==> config.mk <==
export PLATFORM = sky130hd
export DESIGN_NAME = fft_cp_framer
export DESIGN_NICKNAME = d
export VERILOG_FILES = /design/src/rtl/fft_cp_framer_pkg.sv /design/src/rtl/fft_cp_framer_skid.sv /design/src/rtl/fft_cp_framer.sv
export SDC_FILE = /design/constraint.sdc
export NUM_CORES = 1
export LEC_CHECK = 0
export CORE_MARGIN = 2
export CORE_UTILIZATION = 35
export CTS_CLUSTER_DIAMETER = 120
export DETAILED_ROUTE_END_ITERATION = 8
export DONT_BUFFER_PORTS = 1
export HOLD_SLACK_MARGIN = 0.03
export PLACE_DENSITY_LB_ADDON = 0.05
export SKIP_LAST_GASP = 1
export SLEW_MARGIN = 20
export SYNTH_ARGS = -nofsm -noshare
export SYNTH_HDL_FRONTEND = slang
export SYNTH_HIERARCHICAL = 1
export SYNTH_SLANG_ARGS = --single-unit
==> constraint.sdc <==
create_clock -name ACLK -period 10.2 [get_ports ACLK]
set_clock_uncertainty 0.2 [all_clocks]
set_input_delay 0.51 -clock ACLK [delete_from_list [all_inputs] [get_ports ACLK]]
set_output_delay 0.51 -clock ACLK [all_outputs]
set_load 0.01 [all_outputs]
==> src/rtl/fft_cp_framer_pkg.sv <==
// Shared types and helpers for the cyclic-prefix framer.
package fft_cp_framer_pkg;

    typedef enum logic {IDLE = 1'b0, RUN = 1'b1} state_t;

    localparam int MAX_LEN_LOG2_DEF = 11;
    localparam int MIN_LEN_LOG2     = 3;

    // Out-of-range sizes are clamped rather than rejected.
    function automatic int unsigned len_from_log2(input logic [3:0] lg, input int unsigned max_lg);
        int unsigned l;
        l = int'(lg);
        if (l < MIN_LEN_LOG2) l = MIN_LEN_LOG2;
        if (l > max_lg) l = max_lg;
        return 32'd1 << l;
    endfunction

endpackage

==> src/rtl/fft_cp_framer_skid.sv <==
// Two-entry register slice: ready towards upstream depends only on fill level.
module axis_skid_buf #(
    parameter int W = 33
) (
    input  logic         gclk,
    input  logic         grst_n,
    input  logic         up_valid,
    input  logic [W-1:0] up_data,
    output logic         up_ready,
    output logic         dn_valid,
    output logic [W-1:0] dn_data,
    input  logic         dn_ready
);
    logic [1:0]   cnt;
    logic [W-1:0] head, tail;
    logic         push, pop;

    assign push     = up_valid && up_ready;
    assign pop      = dn_valid && dn_ready;
    assign up_ready = (cnt != 2'd2);
    assign dn_valid = (cnt != 2'd0);
    assign dn_data  = head;

    always_ff @(posedge gclk or negedge grst_n) begin
        if (!grst_n) begin
            cnt  <= 2'd0;
            head <= '0;
            tail <= '0;
        end else begin
            case ({push, pop})
                2'b10: begin
                    if (cnt == 2'd0) head <= up_data;
                    else             tail <= up_data;
                    cnt <= cnt + 2'd1;
                end
                2'b01: begin
                    head <= tail;
                    cnt  <= cnt - 2'd1;
                end
                2'b11: begin
                    if (cnt == 2'd2) begin
                        head <= tail;
                        tail <= up_data;
                    end else begin
                        head <= up_data;
                    end
                end
                default: ;
            endcase
        end
    end
endmodule

==> src/rtl/fft_cp_framer.sv <==
// Strips the cyclic prefix of each OFDM symbol and frames N samples with TLAST.
// Optional statistics counters: define FFT_CP_FRAMER_STATS_EN.
module fft_cp_framer
    import fft_cp_framer_pkg::*;
#(
    parameter int DATA_W       = 32,
    parameter int MAX_LEN_LOG2 = MAX_LEN_LOG2_DEF,
    parameter int CP_W         = 12
) (
    input  logic              ACLK,
    input  logic              ARESETN,
    input  logic              cfg_enable,
    input  logic [3:0]        cfg_fft_len_log2,
    input  logic [CP_W-1:0]   cfg_cp_len,
    input  logic [DATA_W-1:0] s_axis_tdata,
    input  logic              s_axis_tuser,
    input  logic              s_axis_tvalid,
    output logic              s_axis_tready,
    output logic [DATA_W-1:0] m_axis_tdata,
    output logic              m_axis_tlast,
    output logic              m_axis_tvalid,
    input  logic              m_axis_tready,
    output logic              sync_err,
    output logic [31:0]       frame_cnt,
    output logic [15:0]       err_cnt
);
    localparam int IDX_W = CP_W + 1;
    localparam int NW    = MAX_LEN_LOG2 + 1;

    state_t            state_q, state_d;
    logic [IDX_W-1:0]  idx_q, idx_d, last_idx;
    logic [CP_W-1:0]   cp_q, cp_d;
    logic [NW-1:0]     n_q, n_d, n_cfg;
    logic              alive, fwd, at_last, acc, push, err, skid_rdy, last_in;
    logic [DATA_W:0]   dn_data;

    assign n_cfg    = NW'(len_from_log2(cfg_fft_len_log2, MAX_LEN_LOG2));
    assign last_idx = IDX_W'(cp_q) + IDX_W'(n_q) - IDX_W'(1);
    assign fwd      = (idx_q >= IDX_W'(cp_q));
    assign at_last  = (idx_q == last_idx);
    assign last_in  = (state_q == RUN) && at_last;

    // Prefix beats never need buffer space, so they are accepted even when the slice is full.
    assign s_axis_tready = alive && ((state_q == IDLE) ? (skid_rdy || (cfg_cp_len != '0))
                                                       : (!fwd || skid_rdy));
    assign acc = s_axis_tvalid && s_axis_tready;

    always_comb begin
        state_d = state_q;
        idx_d   = idx_q;
        cp_d    = cp_q;
        n_d     = n_q;
        push    = 1'b0;
        err     = 1'b0;
        case (state_q)
            IDLE: begin
                if (acc && s_axis_tuser && cfg_enable) begin
                    cp_d    = cfg_cp_len;
                    n_d     = n_cfg;
                    idx_d   = IDX_W'(1);
                    push    = (cfg_cp_len == '0);
                    state_d = RUN;
                end
            end
            RUN: begin
                if (acc) begin
                    if (idx_q == '0 && !s_axis_tuser) begin
                        err     = 1'b1;
                        state_d = IDLE;
                    end else begin
                        // A stray start marker is reported but the beat keeps its slot.
                        err  = (idx_q != '0) && s_axis_tuser;
                        push = fwd;
                        if (at_last) begin
                            if (err || !cfg_enable) begin
                                state_d = IDLE;
                            end else begin
                                idx_d = '0;
                                cp_d  = cfg_cp_len;
                                n_d   = n_cfg;
                            end
                        end else begin
                            idx_d = idx_q + IDX_W'(1);
                        end
                    end
                end
            end
            default: state_d = IDLE;
        endcase
    end

    always_ff @(posedge ACLK or negedge ARESETN) begin
        if (!ARESETN) begin
            state_q  <= IDLE;
            idx_q    <= '0;
            cp_q     <= '0;
            n_q      <= '0;
            alive    <= 1'b0;
            sync_err <= 1'b0;
        end else begin
            state_q  <= state_d;
            idx_q    <= idx_d;
            cp_q     <= cp_d;
            n_q      <= n_d;
            alive    <= 1'b1;
            sync_err <= err;
        end
    end

    axis_skid_buf #(.W(DATA_W + 1)) u_skid (
        .gclk     (ACLK),
        .grst_n   (ARESETN),
        .up_valid (push),
        .up_data  ({last_in, s_axis_tdata}),
        .up_ready (skid_rdy),
        .dn_valid (m_axis_tvalid),
        .dn_data  (dn_data),
        .dn_ready (m_axis_tready)
    );

    assign m_axis_tlast = dn_data[DATA_W];
    assign m_axis_tdata = dn_data[DATA_W-1:0];

`ifdef FFT_CP_FRAMER_STATS_EN
    always_ff @(posedge ACLK or negedge ARESETN) begin
        if (!ARESETN) begin
            frame_cnt <= '0;
            err_cnt   <= '0;
        end else begin
            if (m_axis_tvalid && m_axis_tready && m_axis_tlast) frame_cnt <= frame_cnt + 32'd1;
            if (sync_err && err_cnt != 16'hFFFF)                err_cnt   <= err_cnt + 16'd1;
        end
    end
`else
    assign frame_cnt = '0;
    assign err_cnt   = '0;
`endif
endmodule

==> summary by stage <==
Layout
In the layout the commonest cells are sky130_fd_sc_hd__dfrtp_1 (108), sky130_fd_sc_hd__inv_1 (58), sky130_fd_sc_hd__conb_1 (49), sky130_fd_sc_hd__ha_1 (42), sky130_fd_sc_hd__nor3_1 (40). The net count of the finished layout is 778. The finished cells cover 7260 sq um.

The most common cell after layout, fill and taps aside is sky130_fd_sc_hd__dfrtp_1. The non-filler instance count after layout is 950. The area growth from synthesis to layout is 4.30%. The repair_antennas step left the layout with diodes totalling 0. The core occupancy in the finished layout is 37.3%. Of the cells placed in the final design, the portion with a size suffix greater than 1 is 10.9%.

Drt
For this run, the detailed router's first-pass iteration total came to 4. Summing over every cut layer, the via total after detailed routing is 5107. In this run the remaining antenna-violating nets after routing total 0. For this run, design rule violations remaining after detail routing come to 0.

The final layout contains routed wiring with a total length of 18800 microns. In the final routed layout, each cell accounts on average for 19.8 microns. The detailed router finished its first iteration with 235 violations. The via density per instance is 5.38.

STA
The slack of the critical path is 6.04 ns. The setup TNS is 0 ns. The final critical path time including I/O delays and setup is 4.16 ns.

The number of endpoints with negative hold slack in the final report was 0. The max-slew violation count is 0. The share of the cycle needed by the critical path after routing is 40.7%.

For the pin with the worst max-slew slack, the measured transition is 1.07 ns. Setup repair after global routing left no endpoint under its margin. The fmax is 241 MHz. The headroom to the max-slew limit is 29.0%. The final setup violation count is 0.

Synthesis
Counting flops with a built-in enable in the synthesized netlist gives 0. The Yosys step of the flow raised 6 warnings. Yosys attributes the largest share of cell area to sky130_fd_sc_hd__dfrtp_1 (39%), sky130_fd_sc_hd__ha_1 (7.6%), sky130_fd_sc_hd__mux2_2 (6.3%).

The summed instance area of the synthesized netlist is 6960 sq um. The average footprint of a synthesized cell is 9.80 sq um. Of all cell types, the one taking the most synthesized area is sky130_fd_sc_hd__dfrtp_1. After synthesis, the share of flip-flops with an asynchronous set or reset is 100%. The post-synthesis instance total is 710. The flip-flop cell with the highest count after synthesis is sky130_fd_sc_hd__dfrtp_1. The number of distinct library cells after synthesis is 61. The synthesized design devotes to its leading area cell type 38.8% of total area. The flop and latch count out of synthesis is 108. The sequential cell area fraction in the yosys report is 38.8%.

Critical path
The data arrival time of the critical path is 4.18 ns. The path depth of the worst reg2reg path is 14. The endpoint of the most critical setup path is cp_q[11]. In this run the worst path has a maximum fanout of 25. The startpoint of the most critical register-to-register path is cp_q[1].

The worst register-to-register path ends at cp_q[11]. Across all register-to-register paths, the minimum setup slack is 6.04 ns. The worst setup path is of the reg -> reg kind. The endpoint class of the critical path is a flop. The kind of launch point of the worst setup path is a flop. The critical path starts at cp_q[1]. STA puts the critical path data required time at 10.23 ns.

Hold path
The classification of the worst-slack hold path is in -> reg. The startpoint identified for the worst hold timing path is cfg_fft_len_log2[3].

Pwr
In this run the power spent charging and discharging nets is 1.01 mW. The static power due to leakage is 3.14 nW. Sequential cells burn 34.4% of the power. The worst-case IR drop observed on VDD is 104 uV. Of the total power, the share spent switching nets is 44.3%. The combinational power share is 50.1%. The internal power consumption is 1.27 mW. The total power per unit cell area is 314 nW/um^2. The clock share of power is 15.4%.

Floorplanning
The number of primary I/O pins is 138. The die width is 145 microns. Once the floorplan was initialized, standard cells occupied 35.8% of the core. The vertical die dimension is 145 microns. The initialized floorplan defines 51 standard-cell rows. The die outline area is 21000 sq um. The standard cell core area is 19500 sq um.

Global routing
The first global-routing pass estimated 30300 microns of wire. The total overflow left after global routing is 0. Entering global routing, the biggest net connects 109 pins. The number of global-route vias before repair was 5359. The total track usage is 18.0%. The initial antenna violation count is 0.

Clocking
The number of clock buffers added by TritonCTS is 9. The clock sink count is 108. The deepest clock path buffer count is 2. The CTS tree is built. CTS placed an instance of sky130_fd_sc_hd__clkbuf_16 at the clock tree root. Clock-pin slew was measured on the worst setup and hold paths at 0.07 ns. In this run the number of H-tree levels came out at 3. For the worst-skew pair, the clock arrives at the later sink with an insertion delay of 0.35 ns. Post-CTS timing repair inserted 0 buffers for setup.

Run
The tool flagged a number of max-cap violations equal to 0.

Place
At the end of routability-driven placement, the weighted congestion stood at 0.802. The number of placed instances, taps included, is 933. The wire-length estimate of the detail-placed layout is 12800 microns.

The count of buffers from port buffering is 0. Before CTS, the worst setup slack after placement is 6.05 ns. The post-placement cell area is 6930 sq um.

Outcome
The flow ran to the end, and the final reports show no timing, DRC or antenna violations.
critical path, stage by stage (launching register included):
cell and delay, ns:
sky130_fd_sc_hd__dfrtp_1 0.38, sky130_fd_sc_hd__inv_1 0.09, sky130_fd_sc_hd__ha_1 0.23, sky130_fd_sc_hd__inv_1 0.06, sky130_fd_sc_hd__ha_1 0.16, sky130_fd_sc_hd__inv_1 0.06, sky130_fd_sc_hd__fa_1 0.40, sky130_fd_sc_hd__nand3b_1 0.24
sky130_fd_sc_hd__a211oi_1 0.37, sky130_fd_sc_hd__nor3_1 0.13, sky130_fd_sc_hd__nor3_1 0.20, sky130_fd_sc_hd__nand4_1 0.23, sky130_fd_sc_hd__o41a_4 0.51, sky130_fd_sc_hd__nor2_8 0.38, sky130_fd_sc_hd__mux2_2 0.39
metal layers:
metal  wire length [microns]  part of all wire (%)  vias up  GRT usage [%]
met3                    1020                   5.5       12           4.81
met5                       0                     0        -              0
li1                        -                     -     2425              -
met2                    9430                    50       98           31.0
met1                    8120                    43     2572           22.3
met4                     193                   1.0        0           4.65
through the flow:
step,hold slack [ns],power [mW]
after floorplan,0.0144,1.66
after global placement,0.0217,1.90
after detailed placement,0.0215,1.93
after CTS,0.0462,2.30
after global routing,0.0496,2.50
final,0.0594,2.28
state kept, by name, summed over array words and instances, names as in the netlist:
register / flops
sync_err: 1
alive: 1
u_skid/cnt: 2
cp_q: 12
n_q: 12
u_skid/dn_data: 33
state_q: 1
idx_q: 13
u_skid/tail: 33
final cells by class:
class / count / area, sq um
Inverter: 59 / 221
Sequential cell: 108 / 2700
Multi-Input combinational cell: 493 / 3620
Timing Repair Buffer: 10 / 97.6
Tap cell: 265 / 332
Fill cell: 1968 / 12200
Clock buffer: 12 / 236
Clock inverter: 3 / 47.5
repair_timing:
action,in CTS,in global routing
hold buffers,2,0
hold endpoints to repair,108,0
setup endpoints to repair,0,0
resized for setup,0,0
kinds of logic after synthesis:
logic type | synth area share, %
multiplexers | 8.49
XOR/XNOR | 2.77
flip-flops | 38.8
other | 0.108
buffers and inverters | 11.9
adder cells (fa/ha/maj) | 7.84
AND/OR/NAND/NOR | 11.9
AO/OA/AOI/OAI | 18.1
synth_stat cells, types with 3 or more instances:
master,count
sky130_fd_sc_hd__nor2_1,12
sky130_fd_sc_hd__a21oi_1,20
sky130_fd_sc_hd__o21a_1,4
sky130_fd_sc_hd__a211oi_1,4
sky130_fd_sc_hd__nor4_1,7
sky130_fd_sc_hd__buf_4,49
sky130_fd_sc_hd__mux2_2,39
sky130_fd_sc_hd__nand2_1,20
sky130_fd_sc_hd__clkbuf_1,34
sky130_fd_sc_hd__o21ai_0,21
sky130_fd_sc_hd__buf_6,7
sky130_fd_sc_hd__nand2b_1,9
sky130_fd_sc_hd__or3_1,7
sky130_fd_sc_hd__nor2b_1,9
sky130_fd_sc_hd__mux2_1,9
sky130_fd_sc_hd__and3_1,7
sky130_fd_sc_hd__nand4_1,8
sky130_fd_sc_hd__a311o_1,3
sky130_fd_sc_hd__o31ai_1,35
sky130_fd_sc_hd__nand4b_1,4
sky130_fd_sc_hd__inv_1,59
sky130_fd_sc_hd__o41ai_1,6
sky130_fd_sc_hd__ha_1,42
sky130_fd_sc_hd__xor2_1,9
sky130_fd_sc_hd__xnor2_1,13
sky130_fd_sc_hd__nor3_1,40
sky130_fd_sc_hd__mux2i_1,5
sky130_fd_sc_hd__o211ai_1,37
sky130_fd_sc_hd__buf_2,7
sky130_fd_sc_hd__dfrtp_1,108
sky130_fd_sc_hd__nand3_1,5
sky130_fd_sc_hd__a31oi_1,36
how the worst min path moves through the flow:
| stage | endpoint | cells after the start | slack (ns) |
|---|---|---|---|
| floorplan | alive | 0 | 0.01 |
| global route | n_q[3] | 1 | 0.05 |
| detailed placement | n_q[2] | 0 | 0.02 |
| global placement | n_q[2] | 0 | 0.02 |
| finish | n_q[3] | 1 | 0.06 |
| CTS | n_q[3] | 1 | 0.05 |
power by group through the flow:
stage	Clock, mW	Sequential [mW]	Combinational, mW
finish	0.352	0.786	1.14
CTS	0.364	0.789	1.15
global placement	0	0.791	1.11
global route	0.380	0.813	1.31
floorplan	0	0.727	0.937
detailed placement	0	0.795	1.13
Power figures use the tool's default switching activity.
